===== config.mk =====
export PLATFORM = sky130hd
export DESIGN_NAME = vme_mem_sequencer
export DESIGN_NICKNAME = d
export VERILOG_FILES = /design/src/rtl/vme_mem_sequencer.sv
export SDC_FILE = /design/constraint.sdc
export NUM_CORES = 1
export LEC_CHECK = 0
export CAP_MARGIN = 15
export CELL_PAD_IN_SITES_DETAIL_PLACEMENT = 1
export CELL_PAD_IN_SITES_GLOBAL_PLACEMENT = 1
export CORE_UTILIZATION = 48
export DETAILED_ROUTE_END_ITERATION = 6
export DONT_BUFFER_PORTS = 1
export GPL_TIMING_DRIVEN = 0
export PLACE_DENSITY = 0.88
export SYNTH_ARGS = -nofsm -noshare
export SYNTH_HDL_FRONTEND = slang
export SYNTH_SLANG_ARGS = --single-unit

===== constraint.sdc =====
create_clock -name Clk -period 2.8 [get_ports Clk]
set_input_delay 0.42 -clock Clk [delete_from_list [all_inputs] [get_ports Clk]]
set_output_delay 0.42 -clock Clk [all_outputs]
set_load 0.05 [all_outputs]

===== src/rtl/vme_mem_sequencer.sv =====
`timescale 1ns/1ps
`default_nettype none
// ============================================================================
// Module      : vme_mem_sequencer
// Description : Sequences one host access at a time onto a VME-style register
//               block. The access is latched, one read or write strobe is
//               issued, and the block waits for the matching Done or a
//               timeout. It then returns a single-cycle acknowledge, with read
//               data or a timeout error. All outputs are registered.
//
// Ports
//   Clk          in   1    clock, rising edge
//   RstN         in   1    asynchronous active-low reset
//   HostReq      in   1    host request, held until HostAck
//   HostWr       in   1    1 = write, 0 = read (sampled with HostReq)
//   HostAddr     in   AW   access address (sampled with HostReq)
//   HostWrData   in   32   write data (sampled with HostReq)
//   HostAck      out  1    one-cycle completion pulse
//   HostErr      out  1    timeout flag, valid with HostAck
//   HostRdData   out  32   read result, valid with HostAck, held until next ACK
//   Busy         out  1    high whenever the sequencer is not idle
//   VMEAddr      out  AW   address presented to the register block
//   VMEWrData    out  32   write data presented to the register block
//   VMERdMem     out  1    one-cycle read strobe
//   VMEWrMem     out  1    one-cycle write strobe
//   VMERdData    in   32   read data, valid with VMERdDone
//   VMERdDone    in   1    read completion pulse
//   VMEWrDone    in   1    write completion pulse
//
// Revision    : 1.0 - initial release
// ============================================================================
module vme_mem_sequencer #(
    parameter int G_ADDR_WIDTH = 8,
    parameter int G_TIMEOUT    = 255
) (
    input  logic                    Clk,
    input  logic                    RstN,
    input  logic                    HostReq,
    input  logic                    HostWr,
    input  logic [G_ADDR_WIDTH-1:0] HostAddr,
    input  logic [31:0]             HostWrData,
    output logic                    HostAck,
    output logic                    HostErr,
    output logic [31:0]             HostRdData,
    output logic                    Busy,
    output logic [G_ADDR_WIDTH-1:0] VMEAddr,
    output logic [31:0]             VMEWrData,
    output logic                    VMERdMem,
    output logic                    VMEWrMem,
    input  logic [31:0]             VMERdData,
    input  logic                    VMERdDone,
    input  logic                    VMEWrDone
);

    localparam logic [1:0]  S_IDLE    = 2'd0;
    localparam logic [1:0]  S_STROBE  = 2'd1;
    localparam logic [1:0]  S_WAIT    = 2'd2;
    localparam logic [1:0]  S_ACK     = 2'd3;

    localparam logic [15:0] C_TIMEOUT = 16'(G_TIMEOUT);

    // ------------------------------------------------------------------------
    // State and datapath registers
    // ------------------------------------------------------------------------
    logic [1:0]              state_q,  state_d;
    logic [15:0]             cnt_q,    cnt_d;
    logic                    wr_q,     wr_d;
    logic [G_ADDR_WIDTH-1:0] addr_q,   addr_d;
    logic [31:0]             wdata_q,  wdata_d;
    logic [31:0]             rdata_q,  rdata_d;
    logic                    rd_mem_q, rd_mem_d;
    logic                    wr_mem_q, wr_mem_d;
    logic                    ack_q,    ack_d;
    logic                    err_q,    err_d;
    logic                    busy_q,   busy_d;

    // Only the Done matching the latched direction counts; the other one is
    // ignored even when both arrive together.
    logic w_done_match;
    logic w_timeout_hit;

    assign w_done_match  = wr_q ? VMEWrDone : VMERdDone;
    // A Done in the cycle the counter reaches the limit takes priority.
    assign w_timeout_hit = (cnt_q == C_TIMEOUT) && !w_done_match;

    // ------------------------------------------------------------------------
    // State register
    // ------------------------------------------------------------------------
    always_ff @(posedge Clk or negedge RstN) begin
        if (!RstN) begin
            state_q <= S_IDLE;
        end else begin
            state_q <= state_d;
        end
    end

    // ------------------------------------------------------------------------
    // Next-state logic
    // ------------------------------------------------------------------------
    always_comb begin
        state_d = state_q;
        case (state_q)
            S_IDLE: begin
                if (HostReq) begin
                    state_d = S_STROBE;
                end
            end
            S_STROBE: begin
                state_d = S_WAIT;
            end
            S_WAIT: begin
                if (w_done_match || w_timeout_hit) begin
                    state_d = S_ACK;
                end
            end
            S_ACK: begin
                state_d = S_IDLE;
            end
            default: begin
                state_d = S_IDLE;
            end
        endcase
    end

    // ------------------------------------------------------------------------
    // Output / datapath logic. Every output is computed one cycle ahead so
    // that it appears from a flop in the state it belongs to: the strobe in
    // STROBE, the acknowledge in ACK.
    // ------------------------------------------------------------------------
    always_comb begin
        cnt_d    = cnt_q;
        wr_d     = wr_q;
        addr_d   = addr_q;
        wdata_d  = wdata_q;
        rdata_d  = rdata_q;
        rd_mem_d = 1'b0;
        wr_mem_d = 1'b0;
        ack_d    = 1'b0;
        err_d    = 1'b0;
        busy_d   = (state_d != S_IDLE);

        case (state_q)
            S_IDLE: begin
                cnt_d = 16'd0;
                if (HostReq) begin
                    wr_d     = HostWr;
                    addr_d   = HostAddr;
                    wdata_d  = HostWrData;
                    rd_mem_d = !HostWr;
                    wr_mem_d = HostWr;
                end
            end
            S_STROBE: begin
                cnt_d = 16'd0;
            end
            S_WAIT: begin
                if (w_done_match) begin
                    // Writes return no data, so the read register is zeroed.
                    rdata_d = wr_q ? 32'h0000_0000 : VMERdData;
                    ack_d   = 1'b1;
                end else if (w_timeout_hit) begin
                    rdata_d = 32'h0000_0000;
                    ack_d   = 1'b1;
                    err_d   = 1'b1;
                end else begin
                    cnt_d   = cnt_q + 16'd1;
                end
            end
            S_ACK: begin
                cnt_d = 16'd0;
            end
            default: begin
                cnt_d = 16'd0;
            end
        endcase
    end

    always_ff @(posedge Clk or negedge RstN) begin
        if (!RstN) begin
            cnt_q    <= 16'd0;
            wr_q     <= 1'b0;
            addr_q   <= '0;
            wdata_q  <= 32'h0000_0000;
            rdata_q  <= 32'h0000_0000;
            rd_mem_q <= 1'b0;
            wr_mem_q <= 1'b0;
            ack_q    <= 1'b0;
            err_q    <= 1'b0;
            busy_q   <= 1'b0;
        end else begin
            cnt_q    <= cnt_d;
            wr_q     <= wr_d;
            addr_q   <= addr_d;
            wdata_q  <= wdata_d;
            rdata_q  <= rdata_d;
            rd_mem_q <= rd_mem_d;
            wr_mem_q <= wr_mem_d;
            ack_q    <= ack_d;
            err_q    <= err_d;
            busy_q   <= busy_d;
        end
    end

    assign HostAck    = ack_q;
    assign HostErr    = err_q;
    assign HostRdData = rdata_q;
    assign Busy       = busy_q;
    assign VMEAddr    = addr_q;
    assign VMEWrData  = wdata_q;
    assign VMERdMem   = rd_mem_q;
    assign VMEWrMem   = wr_mem_q;

endmodule
`default_nettype wire


==> impl_metrics.toml <==
[clock_tree]
clock-sinks = 96
cts_setup_buffers = 0
clk_root_buffer_cell = "clkbuf_8"
clk_pin_slew_ps = 90
htree_levels = 3
cts_tree = "built"
clk_latency_ps = 360
cts_inserted_buffers = 9
cts_buffer_depth = 2

[synth]
synthTopCellsByArea = "dfrtp_1 (63%), mux2_2 (12%), a22o_1 (7.4%)"
synth_seq_cells = 96
synthArstFlopShare = 1.00
synth_most_common_cell = "dfrtp_1"
yosys.area.top_type = "dfrtp_1"
synthDistinctLibCells = 33
synth_fp_nets = 357
synth_edf_count = 0
yosys_warnings = 0
yosys-top-cells-count = "dfrtp_1 (96), mux2_2 (40), a22o_1 (32), nand2_1 (12), or4_1 (9)"
syn_area_per_cell_um2 = 13.7
synthCells = 276
synth.top_cell.area_share = 0.635
synth_area_mm2 = 0.00378
seq_area_frac_synth = 0.635
synthFlopType = "dfrtp_1"

[worst_setup_path]
critPathKind = "reg -> reg"
worst-endpoint-arrival_ps = 2710
cp.required_ps = 3050
critPathLaunchType = "flop"
worst_setup_path_end_kind = "flop"
critPathMaxFanout = 10

[sta]
hold_viol = 0
report.final.slew_viol_count = 0
rsz0062_at_grt = "no"
clock_skew_ps = 11.2
setup_viol = 0
final.period_utilization = 0.881
worstMarginPinSlew_ps = 871
slew_headroom = 0.418
max_freq_mhz = 405
period_minus_slack_ps = 2470
fin_tns_setup_ps = 0

[power]
power.total_mw = 6.01
sw_frac_of_total = 0.534
peakVddDrop_v = 0.000686
power.internal_mw = 2.80
p_per_area_mw_per_mm2 = 1460
comb_power_share = 0.184
p_seq_frac = 0.676
p_leak_nw = 1.79
p_sw_mw = 3.21
clkPwrFrac = 0.140

[floorplanning]
core_area_mm2 = 0.00769
pin_count = 155
die_x_um = 90.8
rows = 32
start_util = 0.492
die_h_um = 90.8
die-area_mm2 = 0.00824

[place]
portBuffers = 0
dp_hpwl_um = 6170
gp_congestion = 0.819
dpl.cell_count = 378

[global_route]
grt_max_degree = 97
grt_usage = 0.226
antenna_found_initial = 0
grt_pass1_wl_um = 14200
grt_pass1_vias = 2672
grt_overflow = 0

[routing]
drc = 0
ant_nets = 0
drt_iter0_drc = 98
drt-total-wl_um = 8920
wl_per_cell_um = 22.5
firstDrtPassIters = 6
vias = 2411
viasPerCell = 6.09

[final_layout]
area_delta_synth_final_pct = 9.16
drive_gt1_frac = 0.221
final_net_count = 370
final_cells = 396
diodes = 0

[hold_path]
hold_class = "in -> reg"

[status]
outcome = "finished clean"

[flow_run]
cap_violations = 0
==> what timing repair did <==
item,in CTS,in global routing
hold buffers,2,0
endpoints found under the hold margin,96,0
gates resized for setup,0,0
==> cell usage in the layout (no fill, tap or decap) <==
cell type / instances
dfrtp_1: 96
mux2_2: 40
a22o_1: 32
nand2_1: 12
or4_1: 9
clkbuf_8: 9
a21oi_1: 8
inv_1: 7
clkbuf_1: 7
nor2_1: 6
o31ai_1: 6
nand3_1: 5
buf_2: 5
mux2i_1: 5
nor4_1: 4
buf_1: 4
o21ai_0: 3
or3_1: 3
nand2b_1: 3
ha_1: 3
nand4_1: 2
nor3b_1: 2
nor3_1: 2
xnor2_1: 2
nor4b_1: 2
inv_6: 2
clkinvlp_4: 2
mux2_4: 1
nor4_2: 1
o21ai_1: 1
o21bai_1: 1
and3_1: 1
or2_2: 1
o221a_2: 1
and4_1: 1
a21o_1: 1
clkinv_2: 1
clkinv_8: 1
buf_16: 1
dlygate4sd3_1: 1
==> critical path, stage by stage (launching register included) <==
cell	delay (ps)
dfrtp_1	470
or4_1	620
nor4_2	490
o21ai_1	260
buf_2	270
a22o_1	250
==> metrics by stage <==
stage / setup WS [ps] / hold WS, ps / utilization / cell area (um2)
floorplan: 788 / 124 / - / 3780
global placement: 388 / 126 / 0.509 / 3910
detailed placement: 369 / 126 / 0.509 / 3910
CTS: 362 / 130 / 0.537 / 4130
global route: 218 / 118 / 0.537 / 4130
finish: 333 / 140 / 0.537 / 4130
==> final cells by class <==
cell class / instances / area [um2]
Fill cell: 760 / 3560
Clock buffer: 10 / 128
Multi-Input combinational cell: 158 / 1290
Buffer: 15 / 62.6
Inverter: 7 / 26.3
Timing Repair Buffer: 2 / 37.5
Tap cell: 102 / 128
Sequential cell: 96 / 2400
Clock inverter: 6 / 53.8
==> worst paths after layout <==
check                      cells past startpoint  startpoint              to  slack [ps]
max                                            5    cnt_q[8]  HostRdData[19]         330
min                                            1      HostWr        VMERdMem         140
max reg2reg                                    5    cnt_q[8]  HostRdData[19]         330
min reg2reg                                    1        wr_q            wr_q         560
max in group asynchronous                      2        RstN  HostRdData[19]        1800
min in group asynchronous                      2        RstN   VMEWrData[28]         660
==> power groups by stage <==
| stage | clock network, mW | registers, mW | logic, mW |
|---|---|---|---|
| after floorplan | 0 | 3.95 | 0.865 |
| after global placement | 0 | 4.06 | 0.980 |
| after detailed placement | 0 | 4.09 | 1.07 |
| after CTS | 0.852 | 4.07 | 1.11 |
| after global routing | 0.901 | 4.12 | 1.22 |
| final | 0.844 | 4.06 | 1.10 |
==> logic make-up after synthesis <==
kind of cell             share of synthesized area
AO/OA/AOI/OAI                                0.109
XOR/XNOR                                   0.00463
adder cells (fa/ha/maj)                    0.00992
buffers and inverters                       0.0235
flip-flops                                   0.635
multiplexers                                 0.136
AND/OR/NAND/NOR                             0.0823
==> registers in the layout, summed over array words and instances (netlist names), 2 cells and up <==
register and flops:
cnt_q 16, VMEWrData 32, VMEAddr 8, HostRdData 32, state_q 2
==> metal layers <==
layer | wire (um) | track usage | up-vias
li1 | - | - | 1043
met1 | 3410 | 0.259 | 1230
met2 | 4700 | 0.384 | 119
met3 | 585 | 0.0682 | 19
met4 | 226 | 0.112 | 0
met5 | 0 | 0 | -
Note: power is estimated with default switching activity, not from simulation.
